File: src/rtl/aes_word_packer.sv
`default_nettype none
// ============================================================================
// aes_word_packer : packs 32-bit words into 128-bit AES state blocks via FIFO
// Revision: 1.0
// ============================================================================

package aes_word_packer_pkg;
  typedef logic [31:0]  ulogic32;
  typedef logic [127:0] ulogic128;
endpackage

module aes_word_packer
  import aes_word_packer_pkg::*;
#(
  parameter int          FIFO_DEPTH = 2,
  parameter logic [7:0]  PAD_BYTE   = 8'h00
) (
  input  logic     clk,
  input  logic     reset,
  input  logic     in_valid,
  output logic     in_ready,
  input  ulogic32  in_data,
  input  logic     in_last,
  output logic     out_valid,
  input  logic     out_ready,
  output ulogic128 out_data,
  output logic     err_short
);

  localparam int AW = (FIFO_DEPTH > 1) ? $clog2(FIFO_DEPTH) : 1;
  localparam int CW = $clog2(FIFO_DEPTH) + 1;
  localparam logic [CW-1:0] C_FULL = CW'(FIFO_DEPTH);

  logic [1:0]    wcnt;
  ulogic32       acc [3];
  ulogic32       blk_word [4];
  ulogic128      new_block;
  ulogic128      mem [FIFO_DEPTH];
  logic [AW-1:0] wr_ptr, rd_ptr, rd_ptr_next;
  logic [CW-1:0] count, count_next, count_after_pop;
  ulogic128      out_reg;
  logic          err_reg;
  logic          full, closing, fire, push, pop;
  ulogic32       pad_word;

  assign pad_word = {4{PAD_BYTE}};
  assign full     = (count == C_FULL);
  assign closing  = (wcnt == 2'd3) || in_last;
  // Hold off only a word that would close a block while there is no slot for it.
  assign in_ready = !(full && closing);
  assign fire     = in_valid && in_ready;
  assign push     = fire && closing;
  assign pop      = out_valid && out_ready;

  for (genvar k = 0; k < 3; k++) begin : g_word
    assign blk_word[k] = (wcnt > 2'(k))  ? acc[k]  :
                         (wcnt == 2'(k)) ? in_data : pad_word;
  end
  assign blk_word[3] = (wcnt == 2'd3) ? in_data : pad_word;
  assign new_block   = {blk_word[0], blk_word[1], blk_word[2], blk_word[3]};

  assign count_after_pop = count - CW'(pop);
  assign count_next      = count_after_pop + CW'(push);
  assign rd_ptr_next     = !pop ? rd_ptr :
                           (rd_ptr == AW'(FIFO_DEPTH - 1)) ? '0 : rd_ptr + 1'b1;

  always_ff @(posedge clk or posedge reset) begin
    if (reset) begin
      wcnt    <= '0;
      acc[0]  <= '0;
      acc[1]  <= '0;
      acc[2]  <= '0;
      wr_ptr  <= '0;
      rd_ptr  <= '0;
      count   <= '0;
      out_reg <= '0;
      err_reg <= 1'b0;
    end else begin
      err_reg <= push && in_last && (wcnt != 2'd3);
      if (fire) begin
        if (closing) begin
          wcnt <= '0;
        end else begin
          acc[wcnt] <= in_data;
          wcnt      <= wcnt + 2'd1;
        end
      end
      if (push) begin
        wr_ptr <= (wr_ptr == AW'(FIFO_DEPTH - 1)) ? '0 : wr_ptr + 1'b1;
      end
      rd_ptr <= rd_ptr_next;
      count  <= count_next;
      // Registered head: the new block bypasses memory when it becomes head.
      if (count_next != '0) begin
        out_reg <= (count_after_pop == '0) ? new_block : mem[rd_ptr_next];
      end
    end
  end

  always_ff @(posedge clk) begin
    if (push) begin
      mem[wr_ptr] <= new_block;
    end
  end

  assign out_valid = (count != '0);
  assign out_data  = out_reg;
  assign err_short = err_reg;

  a_no_overflow: assert property (@(posedge clk) disable iff (reset) push |-> (!full || pop));

endmodule

`default_nettype wire

File: config.mk
export PLATFORM = sky130hd
export DESIGN_NAME = aes_word_packer
export DESIGN_NICKNAME = d
export VERILOG_FILES = /design/src/rtl/aes_word_packer.sv
export SDC_FILE = /design/constraint.sdc
export NUM_CORES = 1
export LEC_CHECK = 0
export CELL_PAD_IN_SITES_DETAIL_PLACEMENT = 1
export CELL_PAD_IN_SITES_GLOBAL_PLACEMENT = 1
export CORE_ASPECT_RATIO = 0.75
export CORE_UTILIZATION = 47
export CTS_CLUSTER_SIZE = 10
export DETAILED_ROUTE_END_ITERATION = 10
export GPL_ROUTABILITY_DRIVEN = 0
export GPL_TIMING_DRIVEN = 0
export PLACE_DENSITY = 0.77
export SLEW_MARGIN = 20
export SYNTH_ARGS = -nofsm -noshare
export SYNTH_HDL_FRONTEND = slang
export SYNTH_SLANG_ARGS = --single-unit
File: constraint.sdc
create_clock -name clk -period 8.65 [get_ports clk]
set_clock_uncertainty 0.1 [all_clocks]
set_input_delay 1.73 -clock clk [delete_from_list [all_inputs] [get_ports clk]]
set_output_delay 1.73 -clock clk [all_outputs]
set_load 0.005 [all_outputs]
======== Word-level counts from Yosys, hierarchy flattened ========
Memories as Yosys holds them, arrays and structs flattened.
Index checks and enable logic that the tools add are counted.
word-level totals
  flip-flop bits (word level) ............. 231
  output and inout bits ................... 131
  RAM bits ................................ 256
  input bits .............................. 37
  logic and storage cells ................. 58
  memories ................................ 1
cells by class
  bitwise logic cells ..................... 2
  order comparisons ....................... 5
  reduce and logical (&&, ||, !) cells .... 14
  equal/unequal tests ..................... 5
  $add $sub $neg .......................... 5
  mux-type cells .......................... 17
memory list
  name  depth  bits a word  rd ports  clocked after memory_dff  wr ports  line  source
  mem   2      128          1         0                         1         38    ulogic128 mem [FIFO_DEPTH];
operators by type and width
  operator               number
  $mux W32               8
  $mux W128              1
  $bwmux W96             1
  $demux W32 S2          1
  $logic_and A1 B1 Y1    7
  $eq A2 B2 Y1 const B   3
  $mux W1                5
  $gt A2 B1 Y1 const B   2
  $logic_not A2 Y1       2
  $reduce_bool A2 Y1     2
  $ge A3 B3 Y1 const B   1
  $lt A3 B1 Y1 const B   1
  $not A2 Y3             1
  $add A1 B1 Y1 const B  2
  $add A2 B1 Y2          1
  $add A2 B1 Y2 const B  1
  $eq A2 B1 Y1 const B   1
  $gt A2 B2 Y1 const B   1
  $mux W2                1
  $ne A2 B2 Y1 const B   1
  $reduce_and A2 Y1      1
  $sub A2 B1 Y2          1
  $logic_not A1 Y1       1
  $logic_or A1 B1 Y1     1
  $not A1 Y1             1

======== Logic depth before layout (Yosys ltp) ========
  depth in word-level cells ............... 8
  gate-level depth with buffers ........... 10

======== Worst setup path after synthesis ========
Ideal clock, no wire load.
  kind .................................... in2reg
  start point ............................. input port in_valid
  end point ............................... memory mem[0][0] (netlist name) (enable)
  arrival ................................. 7.508 ns
  stages on the path ...................... 3
  required time ........................... 7.933 ns
  path slack .............................. 0.425 ns
  path through ............................ clkbuf_1 nand3b_2 nor2_1
between the ends
  word-level cells in the longest chain between the ends .. 4
RTL lines
  element                        line  source
  start: declaration             20    input logic in_valid,
  $logic_and A1 B1 Y1            51    assign fire = in_valid && in_ready;
  $logic_and A1 B1 Y1            52    assign push = fire && closing;
  $mux W1                        101   if (push) begin
  $mux W1 (implied by the code)  102   mem[wr_ptr] <= new_block;
  end: declaration               38
Every way passes these cells.

======== Worst setup path after layout ========
  start point ............................. input port in_last
  end point ............................... output port in_ready
between the ends
  word-level cells in the longest chain between the ends .. 3
RTL lines
  element              line  source
  start: declaration   23    input logic in_last,
  $logic_or A1 B1 Y1   48    assign closing = (wcnt == 2'd3) || in_last;
  $logic_and A1 B1 Y1  50    assign in_ready = !(full && closing);
  $logic_not A1 Y1     50
  end: declaration     21    output logic in_ready,
Every way passes these cells.

==> run_results.csv <==
group,metric,value,unit
power_and_ir_drop,power_frac_seq,34.2,%
power_and_ir_drop,p_switching,4.54,mW
hold_path,min_path_cells,2,
setup_path,start_kind,"input port",
global_route,antenna_found_initial,1,
layout,drive_gt1_share,13.3,%
drt,drtIter0Drc,1065,
power_and_ir_drop,p_int,6.95,mW
cts,numCtsBuffers,54,
global_route,grt_overflow,0,
layout,final_common_cell,"nand2_1",
power_and_ir_drop,cellPowerDensity,468,nW/um2
sta,hold_violations,0,
drt,via_count,14558,
yosys,synth_area,20300,um2
cts,htreeDepth,2,
setup_path,ff2ff_setup_slack,5.30,ns
setup_path,crit_required,6.82,ns
place,placed_cells,2407,
outcome,outcome,"completed",
yosys,syn-num-nets,1700,
drt,wirelength,62.2,mm
yosys,synth_warnings,0,
sta,slew_violations,0,
global_route,grt_pass1_wl,95.3,mm
sta,fmax,195,MHz
yosys,synthesis.area_per_instance,12.2,um2
power_and_ir_drop,clkPwrFrac,18.5,%
setup_path,r2r-start,"wcnt[0]",
flow_run,cap_violations,0,
sta,setup_violations,0,
hold_path,holdPathEnd,"out_data[0]",
sta,fin_crit,5.12,ns
global_route,grt_pass1_vias,15746,
global_route,grt_max_degree,96,
layout,fin_cells,2506,
floorplan,core_area,42300,um2
layout,syn_to_final_growth,21.2,%
power_and_ir_drop,total_power,11.5,mW
yosys,synthTopCellsByArea,"edfxtp_1 38%, dfrtp_1 29%, nand2_1 6.8%",
yosys,yosys.area.top_type_share,37.9,%
sta,layout_setup_ws,3.53,ns
drt,drtAntennaViolNets,0,
floorplan,die_w,242,um
hold_path,hp-start,"out_data[0]",
floorplan,die-area,44000,um2
place,dpl.hpwl,42.2,mm
setup_path,r2r-end,"out_data[38]",
drt,drc_errors,0,
cts,clk_latency,0.59,ns
floorplan,ios,168,
sta,worstMarginPinSlew,0.884,ns
yosys,ys_ff_latch,487,
yosys,synth_cell_types,36,
floorplan,rows,65,
yosys,synthCells,1658,
setup_path,critPathKind,"in2out",
cts,post_cts_buffers,0,
hold_path,hold_class,"reg2reg",
global_route,grt.total_usage,28.6,%
place,post-place-ws,3.54,ns
yosys,synth-seq-area-share,66.5,%
cts,path_clk_slew,0.06,ns
cts,cts.sinks,487,
layout,finalNetCount,1936,
sta,rsz0062_at_grt,"false",
floorplan,start_util,47.9,%
power_and_ir_drop,peakVddDrop,196,uV
setup_path,crit_fanout,7,
power_and_ir_drop,cellLeakagePower,9.72,nW
cts,cts_root_buffer,"clkbuf_16",
cts,cts_hold_buffers,0,
cts,cts_tree,"done",
drt,drtPass1Iterations,5,
sta,fin_crit_sh,59.2,%
layout,num_antenna_cells,0,
sta,slew_headroom,41.1,%
setup_path,critPathArrivalTime,3.29,ns
setup_path,rr_worst_depth,9,
layout,final_cell_mix,"368 x nand2_1, 256 x edfxtp_1, 231 x dfrtp_1, 168 x o21ai_0, 166 x clkdlybuf4s50_1",
drt,routedWlPerCell,24.8,um
cts,post_cts_resized,0,
place,portBuffers,166,
floorplan,die_h,182,um
drt,post_drt_via_cell_ratio,5.81,
yosys,synth_area_leader_cell,"edfxtp_1",
setup_path,crit_path_end_kind,"primary output",
power_and_ir_drop,switching_share,39.5,%
power_and_ir_drop,p_comb_share,47.3,%
cts,clockBufferDepth,3,
-- power groups by stage --
stage | registers, mW | logic, mW | clock network, mW
4_1_cts | 3.92 | 5.45 | 2.14
6_report | 3.93 | 5.44 | 2.13
5_1_grt | 4.00 | 5.93 | 2.24
2_1_floorplan | 3.86 | 3.16 | 0
3_3_place_gp | 3.99 | 5.03 | 0
3_5_place_dp | 3.95 | 5.37 | 0
-- cells in the mapped netlist (all sizes together) --
cell,number
a21o,18
a21oi,51
a22o,32
a31o,14
a31oi,1
a32o,1
and2,33
and3,67
buf,46
clkbuf,80
dfrtp,231
edfxtp,256
ha,5
inv,6
mux2,129
mux2i,1
nand2,368
nand2b,1
nand3,32
nand3b,1
nor2,20
nor3b,1
o211a,32
o21a,1
o21ai,174
o22a,18
or2,2
or3,32
xnor2,4
xor2,1
-- cell families (layout without fill, tap and decap cells) --
logic type,count (synthesis),in the layout,share of synthesized area [%]
AO/OA/AOI/OAI,342,342,10.7
multiplexers,130,130,7.24
XOR/XNOR,5,5,0.216
AND/OR/NAND/NOR,557,557,12.2
flip-flops,487,487,66.5
buffers and inverters,132,411,2.86
adder cells (fa/ha/maj),5,5,0.309
-- layer usage --
metal  vias to the layer above  routed length (um)  GRT usage [%]
met5                         -                   0              0
met4                         0                1630           8.23
met3                       120                3990           4.30
met2                       509               29200           46.0
met1                      7542               27300           40.4
li1                       6387                   -              -
-- state kept, by name (all words and copies together) (netlist names) --
signal     flops
rd_ptr         1
out_data     128
wcnt           2
wr_ptr         1
acc           96
count          2
mem          256
err_short      1
-- worst max-delay path by stage --
stage / start / to / slack, ns
after floorplan: in_valid / mem[0][0] / 0.43
after global placement: in_last / mem[1][117] / -4.03
after detailed placement: in_last / in_ready / 3.54
after CTS: in_last / in_ready / 3.52
after global routing: in_last / in_ready / 3.48
final: in_last / in_ready / 3.53
-- worst max-delay path, stage by stage --
cell and delay [ns]:
clkdlybuf4s50_1 0.45, nor2_1 0.35, or2_2 0.24, clkdlybuf4s50_1 0.51
-- stage by stage --
stage               hold WS, ns  instance area (um2)  utilization [%]  setup TNS (ns)
floorplan                 0.354                20300                -               0
global placement          0.364                22600             53.5        -1781.53
detailed placement        0.372                23000             54.4               0
CTS                       0.385                24600             58.1               0
global route              0.410                24600             58.1               0
finish                    0.380                24600             58.1               0
-- area by class of cell --
type / count / area, um2
Buffer: 126 / 557
Clock buffer: 99 / 1580
Fill cell: 4309 / 17700
Inverter: 6 / 30.0
Multi-Input combinational cell: 1039 / 6230
Sequential cell: 487 / 13500
Tap cell: 569 / 712
Timing Repair Buffer: 180 / 1990
No activity file was read; power rests on OpenSTA's default activity.
==> RTL edit (same flow settings) <==
Make the reset (`reset`) synchronous in one clocked block.
--- a/src/rtl/aes_word_packer.sv
+++ b/src/rtl/aes_word_packer.sv
@@ -64,7 +64,7 @@
   assign rd_ptr_next     = !pop ? rd_ptr :
                            (rd_ptr == AW'(FIFO_DEPTH - 1)) ? '0 : rd_ptr + 1'b1;
 
-  always_ff @(posedge clk or posedge reset) begin
+  always_ff @(posedge clk) begin
     if (reset) begin
       wcnt    <= '0;
       acc[0]  <= '0;
Formal check against the unedited RTL: differs if reset is asserted again (counterexample within 4 cycles, from zero or initial values and one cycle with reset high); with reset held inactive, the same outputs for 4 cycles.
==> RTL edit against the original RTL <==
  * First-iteration DRC count increased by 41%
  * Final cell count increased by 27%
  * Synthesized cell count increased by 36%
  * Sequential cell count unchanged
  * Total power decreased by 19%
  * Worst setup slack got worse by 0.57 ns
  * Count of clock-buffer cells in the layout unchanged
  * Final area increased by 11%
  * Wire length increased by 28%
  * Synthesized area increased by 13%
  * Fmax decreased by 10%
  * Critical path type is now in -> reg
  * Largest cell class unchanged
  * Largest power group unchanged
  * Highest routed layer is now met5
==> RTL edit: results (changes against the original RTL) <==
status finished, final reports clean (unchanged); Synth Area in Adders 0.2733% (was 0.3087%); largest cells by area after synthesis edfxtp_1, dfxtp_1, nand2b_1, a21oi_1, nand2_1 (was edfxtp_1, dfrtp_1, nand2_1, mux2_2, o21ai_0); Main synth FF type edfxtp_1 (unchanged); max_cap viols 0 (unchanged); Post-synth EDFFs 352 (was 256); clock slew at reported path FFs 0.06 ns (about the same); max reg flops 256 (unchanged); hold wc startpoint out_data[17]$_SDFFE_PP0P_ (was out_data[0]$_DFFE_PP0P_); Compound-Gate Fraction of Synth Area 13.58% (was 10.69%); ys async rst share 0% (was 47.43%); min Tclk post-route 5.689 ns (was 5.119 ns); DRT met1 WL 33.08 mm (was 27.32 mm); hold_ws 0.3542 ns (was 0.3805 ns); slowest stage cell, crit path clkbuf_1 (was clkdlybuf4s50_1); met3 routed wirelength 5.548 mm (was 3.993 mm); Yosys top cell area share 46.17% (was 37.93%); largest net degree at the start of global routing 33 (was 96); placed cell count 3080 (was 2407); initial antenna violation count 7 (was 1); htree depth 2 (unchanged); share of cells above drive strength 1 6.447% (was 13.32%); hold crit path type reg -> reg (unchanged); top sig layer met5 (was met4); crit path from out_ready (was in_last); Synth Warn # 0 (unchanged); Layout fillers 5226 (was 4309); routed wire length 79.36 mm (was 62.16 mm); sequential area share after synthesis 57.98% (was 66.46%); xor/xnor share of the synthesized area 0.1858% (was 0.2161%); WP data arrival 6.06 ns (was 3.29 ns); worst skew pair latency 0.62 ns (was 0.59 ns); Leak 9.346 nW (was 9.720 nW); CTS Root Cell clkbuf_16 (unchanged); crit path max fanout 10 (was 7); GR Util All Layers 31.71% (was 28.56%); non-filler instance count after layout 3185 (was 2506); vias in the first global route 19.65k (was 15.75k); first-pass GRT wire length 118.2 mm (was 95.26 mm); drt pass-1 iters 5 (unchanged); launching point of the worst reg2reg path count[1]$_SDFF_PP0_ (was wcnt[0]$_DFFE_PP0N_); mux cell area share after synthesis 1.574% (was 7.236%); P per Cell Area 341.9 nW/um2 (was 467.8 nW/um2); pre-CTS setup slack 2.416 ns (was 3.538 ns); Worst path max stage delay 0.75 ns (was 0.51 ns); Area after DPL 25660 um2 (was 22990 um2); CTS Buf Count 55 (was 54); reg2reg setup slack 4.15 ns (was 5.30 ns); hpwl dp 54.17 mm (was 42.19 mm); Mapped Cells 2263 (was 1658); Max VDD drop 0.0001857 V (was 0.0001958 V); met2 wire len 37.53 mm (was 29.22 mm); initial DRC count 1501 (was 1065); nets 2540 (was 1936); Yosys cell types 38 (was 36); slew at the pin with the worst max-slew slack 1.040 ns (was 0.8839 ns); top cells by count, synth edfxtp_1, nand2_1, nand2b_1 (was nand2_1, edfxtp_1, dfrtp_1); vias per cell 5.891 (was 5.809); I/O Buffers 166 (unchanged)
RTL edit: report_power, final:
group | leakage, nW | internal, W | switching (W)
registers | 4.52 | 0.00282 | 0.000158
logic | 4.06 | 0.00149 | 0.00267
clock network | 0.769 | 0.00124 | 0.000959
RTL edit: layout make-up:
cell class,count,share of cell area (%)
multi-input combinational,1494,31.25
antenna,2,0.01835
clock inverter,4,0.2064
tap,639,2.931
timing repair buffer,178,7.109
buffer,179,2.692
inverter,103,1.417
sequential,487,48.65
clock buffer,99,5.724
RTL edit: logic make-up (layout without fill, tap and decap cells):
| logic type | after synthesis | count (layout) |
|---|---|---|
| AOI/OAI and AO/OA | 488 | 488 |
| xor gates and xnor gates | 4 | 4 |
| adders and majority gates | 5 | 5 |
| buffers and inverters | 282 | 563 |
| DFF | 487 | 487 |
| muxes | 32 | 32 |
| other | 0 | 2 |
| and+or+nand+nor | 965 | 965 |
RTL edit: critical path, delay by kind of cell:
kind / cells / cell delay (ns)
compound gates: 4 / 1.16
xor+xnor: 1 / 0.14
fa+ha+maj: 1 / 0.30
buf+inv: 6 / 2.71
RTL edit: path summary, 6_finish.rpt:
| kind | end | cells after the start |
|---|---|---|
| worst max-delay path | out_data[25]$_SDFFE_PP0P_ | 12 |
| worst min-delay path | out_data[17]$_SDFFE_PP0P_ | 2 |
| worst max register to register | out_data[25]$_SDFFE_PP0P_ | 11 |
| worst min register to register | out_data[17]$_SDFFE_PP0P_ | 2 |
RTL edit: routing by layer:
| metal | vias to the layer above | GRT usage (%) |
|---|---|---|
| met5 | - | 0 |
| met4 | 2 | 13.74 |
| met3 | 166 | 4.837 |
| met2 | 710 | 53.20 |
| met1 | 9493 | 41.15 |
| li1 | 8392 | - |
